### config.mk
export PLATFORM = sky130hd
export DESIGN_NAME = gpio_burst_rx
export DESIGN_NICKNAME = d
export VERILOG_FILES = /design/src/rtl/gpio_burst_rx.sv
export SDC_FILE = /design/constraint.sdc
export NUM_CORES = 1
export LEC_CHECK = 0
export BUFFER_PORTS_ARGS = -buffer_cell sky130_fd_sc_hd__buf_2
export CAP_MARGIN = 0
export CORE_ASPECT_RATIO = 0.6
export CORE_MARGIN = 5
export CORE_UTILIZATION = 30
export CTS_BUF_LIST = sky130_fd_sc_hd__clkbuf_4 sky130_fd_sc_hd__clkbuf_8
export CTS_CLUSTER_SIZE = 16
export DETAILED_ROUTE_END_ITERATION = 7
export SLEW_MARGIN = 5
export SYNTH_ARGS = -nofsm -noshare
export SYNTH_HDL_FRONTEND = slang
export SYNTH_SLANG_ARGS = --single-unit
### constraint.sdc
create_clock -name CLK_50 -period 5.33 [get_ports CLK_50]
set_input_delay 0.533 -clock CLK_50 [delete_from_list [all_inputs] [get_ports CLK_50]]
set_output_delay 0.533 -clock CLK_50 [all_outputs]
set_load 0.005 [all_outputs]
### src/rtl/gpio_burst_rx.sv
`default_nettype none
// ============================================================================
// Module   : gpio_burst_rx
// Purpose  : Receive front-end between the Raspberry Pi GPIO bus and the HSM
//            core. Captures one byte per CLK_50 cycle while rp_cs is high,
//            checks each burst for exactly BURST_SIZE bytes, and stores only
//            good bursts in a commit/rollback FIFO. Stored bytes are streamed
//            out on a valid/ready interface with an end-of-burst marker.
// Ports    : CLK_50, rst (async, active-high)
//            rp_cs, rp_data            - GPIO burst input
//            m_data, m_last, m_valid,
//            m_ready                   - downstream byte stream
//            burst_done                - one-cycle pulse per committed burst
//            short_err, long_err,
//            ovf_err, clr_err          - sticky error flags and their clear
//            byte_cnt                  - bytes captured in the current burst
// Revision : 1.0 - initial release
// ============================================================================
module gpio_burst_rx #(
  parameter int DATA_W     = 8,
  parameter int BURST_SIZE = 8,
  parameter int DEPTH      = 16
) (
  input  logic                            CLK_50,
  input  logic                            rst,
  input  logic                            rp_cs,
  input  logic [DATA_W-1:0]               rp_data,
  output logic [DATA_W-1:0]               m_data,
  output logic                            m_last,
  output logic                            m_valid,
  input  logic                            m_ready,
  output logic                            burst_done,
  output logic                            short_err,
  output logic                            long_err,
  output logic                            ovf_err,
  input  logic                            clr_err,
  output logic [$clog2(BURST_SIZE+1)-1:0] byte_cnt
);

  localparam int c_ptr_w = $clog2(DEPTH) + 1;
  localparam int c_idx_w = $clog2(DEPTH);
  localparam int c_cnt_w = $clog2(BURST_SIZE + 1);
  localparam logic [c_cnt_w-1:0] c_last  = c_cnt_w'(BURST_SIZE);
  localparam logic [c_ptr_w-1:0] c_depth = c_ptr_w'(DEPTH);

  typedef enum logic [1:0] {
    S_IDLE    = 2'd0,
    S_CAPTURE = 2'd1,
    S_HOLD    = 2'd2
  } state_t;

  state_t r_state, w_state_n;

  logic                r_cs_q;
  logic [DATA_W-1:0]   r_data_q;
  logic [DATA_W:0]     r_mem [DEPTH];
  logic [c_ptr_w-1:0]  r_wr_ptr, r_rd_ptr, r_commit_ptr;
  logic [c_cnt_w-1:0]  r_byte_cnt, w_cnt_n, w_cnt_base, w_cnt_inc;
  logic                r_bad, w_bad_n;
  logic                r_extra, w_extra_n;
  logic                r_done;
  logic                r_short, r_long, r_ovf;
  logic                w_write, w_commit, w_rollback;
  logic                w_set_short, w_set_long, w_set_ovf;
  logic                w_free, w_read, w_last_bit;
  logic [c_ptr_w-1:0]  w_used;
  logic [DATA_W:0]     w_head;

  // Uncommitted entries are counted as used, so a capture can never
  // overwrite data the downstream stage has not read yet.
  assign w_used  = r_wr_ptr - r_rd_ptr;
  assign w_free  = (w_used != c_depth);
  assign m_valid = (r_commit_ptr != r_rd_ptr);
  assign w_read  = m_valid & m_ready;
  assign w_head  = r_mem[r_rd_ptr[c_idx_w-1:0]];
  assign m_data  = w_head[DATA_W-1:0];
  assign m_last  = w_head[DATA_W];

  assign burst_done = r_done;
  assign short_err  = r_short;
  assign long_err   = r_long;
  assign ovf_err    = r_ovf;
  assign byte_cnt   = r_byte_cnt;

  // A new burst starts counting from zero with a clean "bad" flag; IDLE
  // handles the first byte in the same cycle it leaves for CAPTURE.
  assign w_cnt_base = (r_state == S_IDLE) ? '0 : r_byte_cnt;
  assign w_cnt_inc  = w_cnt_base + c_cnt_w'(1);
  assign w_last_bit = (w_cnt_inc == c_last);

  always_ff @(posedge CLK_50 or posedge rst) begin
    if (rst) begin
      r_state <= S_IDLE;
    end else begin
      r_state <= w_state_n;
    end
  end

  always_comb begin
    w_state_n   = r_state;
    w_cnt_n     = r_byte_cnt;
    w_bad_n     = r_bad;
    w_extra_n   = r_extra;
    w_write     = 1'b0;
    w_commit    = 1'b0;
    w_rollback  = 1'b0;
    w_set_short = 1'b0;
    w_set_long  = 1'b0;
    w_set_ovf   = 1'b0;
    case (r_state)
      S_IDLE, S_CAPTURE: begin
        if (r_cs_q) begin
          w_bad_n = (r_state == S_IDLE) ? 1'b0 : r_bad;
          if (w_free) begin
            w_write = 1'b1;
          end else begin
            w_set_ovf = 1'b1;
            w_bad_n   = 1'b1;
          end
          // Bytes are counted even when dropped so an overflowed burst
          // still terminates at its nominal length.
          w_cnt_n   = w_cnt_inc;
          w_state_n = S_CAPTURE;
          if (w_last_bit) begin
            w_state_n = S_HOLD;
            w_extra_n = 1'b0;
            if (w_bad_n) begin
              w_rollback = 1'b1;
            end else begin
              w_commit = 1'b1;
            end
          end
        end else if (r_state == S_CAPTURE) begin
          w_set_short = 1'b1;
          w_rollback  = 1'b1;
          w_cnt_n     = '0;
          w_state_n   = S_IDLE;
        end
      end
      S_HOLD: begin
        if (r_cs_q) begin
          if (!r_extra) begin
            w_set_long = 1'b1;
            w_extra_n  = 1'b1;
          end
        end else begin
          w_cnt_n   = '0;
          w_extra_n = 1'b0;
          w_state_n = S_IDLE;
        end
      end
      default: begin
        w_state_n = S_IDLE;
        w_cnt_n   = '0;
      end
    endcase
  end

  always_ff @(posedge CLK_50 or posedge rst) begin
    if (rst) begin
      r_cs_q       <= 1'b0;
      r_data_q     <= '0;
      r_wr_ptr     <= '0;
      r_rd_ptr     <= '0;
      r_commit_ptr <= '0;
      r_byte_cnt   <= '0;
      r_bad        <= 1'b0;
      r_extra      <= 1'b0;
      r_done       <= 1'b0;
      r_short      <= 1'b0;
      r_long       <= 1'b0;
      r_ovf        <= 1'b0;
    end else begin
      r_cs_q     <= rp_cs;
      r_data_q   <= rp_data;
      r_byte_cnt <= w_cnt_n;
      r_bad      <= w_bad_n;
      r_extra    <= w_extra_n;
      r_done     <= w_commit;
      if (w_rollback) begin
        r_wr_ptr <= r_commit_ptr;
      end else if (w_write) begin
        r_wr_ptr <= r_wr_ptr + c_ptr_w'(1);
      end
      // A good burst's final byte is written this cycle, so commit
      // includes it.
      if (w_commit) begin
        r_commit_ptr <= r_wr_ptr + c_ptr_w'(1);
      end
      if (w_read) begin
        r_rd_ptr <= r_rd_ptr + c_ptr_w'(1);
      end
      // A new error outranks a simultaneous clear.
      if (w_set_short) r_short <= 1'b1;
      else if (clr_err) r_short <= 1'b0;
      if (w_set_long) r_long <= 1'b1;
      else if (clr_err) r_long <= 1'b0;
      if (w_set_ovf) r_ovf <= 1'b1;
      else if (clr_err) r_ovf <= 1'b0;
    end
  end

  // Storage is cleared on reset so the head outputs read zero.
  always_ff @(posedge CLK_50 or posedge rst) begin
    if (rst) begin
      for (int i = 0; i < DEPTH; i++) begin
        r_mem[i] <= '0;
      end
    end else if (w_write) begin
      r_mem[r_wr_ptr[c_idx_w-1:0]] <= {w_last_bit, r_data_q};
    end
  end

endmodule
`default_nettype wire

==> metrics <==
hpwl dp=13100 µm; relative slew slack=0.200; largest net degree at the start of global routing=181; Placer Congestion=0.818; cell area after layout=0.00952 mm²; first-pass GRT wire length=31900 µm; post-cts resize count=0; Crit Path Category=reg -> out; setup TNS=0 ns; met2 global-route usage=0.179; clock tree buffer depth=2; r2r worst-path depth=7; Final ANT Viol Nets=0; synth unique cells=45; Max stage delay on crit path=0.91 ns; count leader, synth=dfrtp_1; Setup violations, final=0; GRT met3 Usage=0.0452; Sw Ratio=0.326; required time of the worst setup path=4.80 ns; CTS clk-pin slew, worst paths=0.10 ns; Seq pwr share=0.443; Total GRT Usage=0.129; grt peak-use layer=met1; Post-synth EDFFs=0; I/O Pins=31; delay-heaviest family, CP=multiplexers; hold-fix buffers at CTS=0; status=complete, no violations; CP bufs+invs=2; total power=4.55 mW; post-synthesis register bit count=180; syn nets=574; Levels on crit path=4; worst vdd ir=0.000198 V; Post-CTS Setup Inserts=0; period utilization=0.689; sequential share of the synthesized area=0.519; Initial Util=0.303; Worst-Skew Late Latency=0.48 ns; worst-margin pin slew=1.20 ns; Critical Path Start Type=flop; unrepaired setup endpoints after global routing=no; Worst EP arrival=3.14 ns; DIE WIDTH=230 µm; Die Outline Area=0.0325 mm²; fraction of layout cells with a size suffix above 1=0.486; largest area contributor in the netlist=dfrtp_1; min cycle time layout=3.67 ns; initial antenna violation count=2; WHS=0.147 ns; crit end category=output port; maximum clock frequency=0.272 GHz; Worst Skew=0.0173 ns; Via density=4.92; leakage power=4.26 nW; most frequent cells after synthesis=180 x dfrtp_1, 90 x mux2_2, 63 x mux2_4, 45 x mux4_2; grt met1 use=0.189; Combinational Power Share=0.329; row count=48; number of synthesis warnings=0; drc violations=0; I/O Buffers=30; placed inst area=0.00909 mm²; Fin. Hold Viols=0; cell mode on critical path=mux4_2; worst hold path class=in -> reg; Total Wirelength=20000 µm; # diodes=0; Worst Path Max Fanout=23; power per cell area=478 mW/mm²; DR iter-0 viols=410; fin nets=585; drt pass-1 iters=5; worst-path cell chain=buf_4 > mux4_2 > mux4_2 > buf_2; Max-Cap Viols=0; Internal Power=3.07 mW; vias in the first global route=5111; final core occ=0.332; Final Slew Violations=0; total number of vias=4669; CTS buffer count=17; Avg Inst Size Synth=15.7 µm²; top area cells in the synthesized netlist=dfrtp_1 52%, mux2_2 12%, mux4_2 12%, mux2_4 11%, ha_1 1.4%; Post-Syn Area=0.00867 mm²; hold depth=1; Core ar.=0.0286 mm²; wire per inst=21.1 µm; CTS tree=yes; clock network fraction of total power=0.227; Net Sw Power=1.48 mW; total congestion overflow=0; Syn Inst Count=551; area delta synth->final=9.76%; Die Y=142 µm; CTS H-tree lvls=4; CTS Root Cell=clkbuf_8; clock sink count=180; Max stage delay cell, worst path=dfrtp_2; most common flop cell mapped by yosys=dfrtp_1; Synth top area share=0.519; Post-synth ARST share=1.00
## registers in the layout, summed over array words and instances (netlist names)
| signal | cells |
|---|---|
| r_mem | 144 |
| r_extra | 1 |
| r_cs_q | 1 |
| long_err | 1 |
| r_commit_ptr | 5 |
| r_bad | 1 |
| r_wr_ptr | 5 |
| r_rd_ptr | 5 |
| r_state | 2 |
| burst_done | 1 |
| short_err | 1 |
| r_data_q | 8 |
| ovf_err | 1 |
| byte_cnt | 4 |
## cell families after synthesis
family,count (synthesis),share of synthesized area
multiplexers,202,0.348
flip-flops,180,0.519
adder cells (fa/ha/maj),10,0.0144
AO/OA/AOI/OAI,29,0.0247
XOR/XNOR,19,0.0192
AND/OR/NAND/NOR,56,0.0405
buffers and inverters,55,0.0342
## layout make-up
class                           instances  area [µm²]
Timing Repair Buffer                   34         193
Multi-Input combinational cell        316        3870
Tap cell                              375         469
Sequential cell                       180        4510
Clock inverter                         12         179
Inverter                               13        52.6
Clock buffer                           19         249
Fill cell                            2730       19100
## metal layers
| layer | wire (µm) | vias up | part of all wire |
|---|---|---|---|
| met5 | 0 | - | 0 |
| met2 | 8310 | 99 | 0.42 |
| met3 | 1420 | 20 | 0.071 |
| li1 | - | 2032 | - |
| met1 | 9980 | 2518 | 0.50 |
| met4 | 318 | 0 | 0.016 |
## final timing paths
| path | start | end | slack [ns] |
|---|---|---|---|
| max in group asynchronous | rst | r_rd_ptr[0] | 4.25 |
| min in group asynchronous | rst | short_err | 0.30 |
| worst max-delay path | r_rd_ptr[0] | m_data[4] | 1.66 |
| worst min register to register | r_mem[121] | r_mem[121] | 0.51 |
| worst max register to register | r_rd_ptr[2] | r_mem[96] | 1.94 |
| worst min-delay path | rp_data[7] | r_data_q[7] | 0.15 |
## layout by cell type (no fill, tap or decap), drive strengths merged, types with 6 or more instances in the layout
cell and n:
ha 10, clkbuf 19, o21ai 8, xnor2 11
nor2b 6, and3 13, dfrtp 180, nand2 11
xor2 8, mux2 153, mux4 45, buf 34
inv 14
## stage by stage
step	instances	worst slack (ns)
after CTS	949	1.56
after floorplan	551	2.47
after detailed placement	918	2.02
final	949	1.66
after global routing	949	1.43
after global placement	918	2.10
## worst register-to-register path: stages (launching register included)
cell     delay [ns]
dfrtp_1        0.98
inv_1          0.11
ha_1           0.33
or3b_1         0.13
o22ai_2        0.11
a21oi_2        0.55
and3_1         0.64
mux2_2         0.41
## power by group through the flow
stage                     Sequential, mW  Combinational [mW]  Clock [mW]
after floorplan                     1.86                1.21           0
after global placement              2.01                1.45           0
after detailed placement            2.04                1.49           0
after CTS                           2.01                1.50        1.06
after global routing                2.06                1.62        1.11
final                               2.02                1.50        1.03
Power figures use the tool's default switching activity.
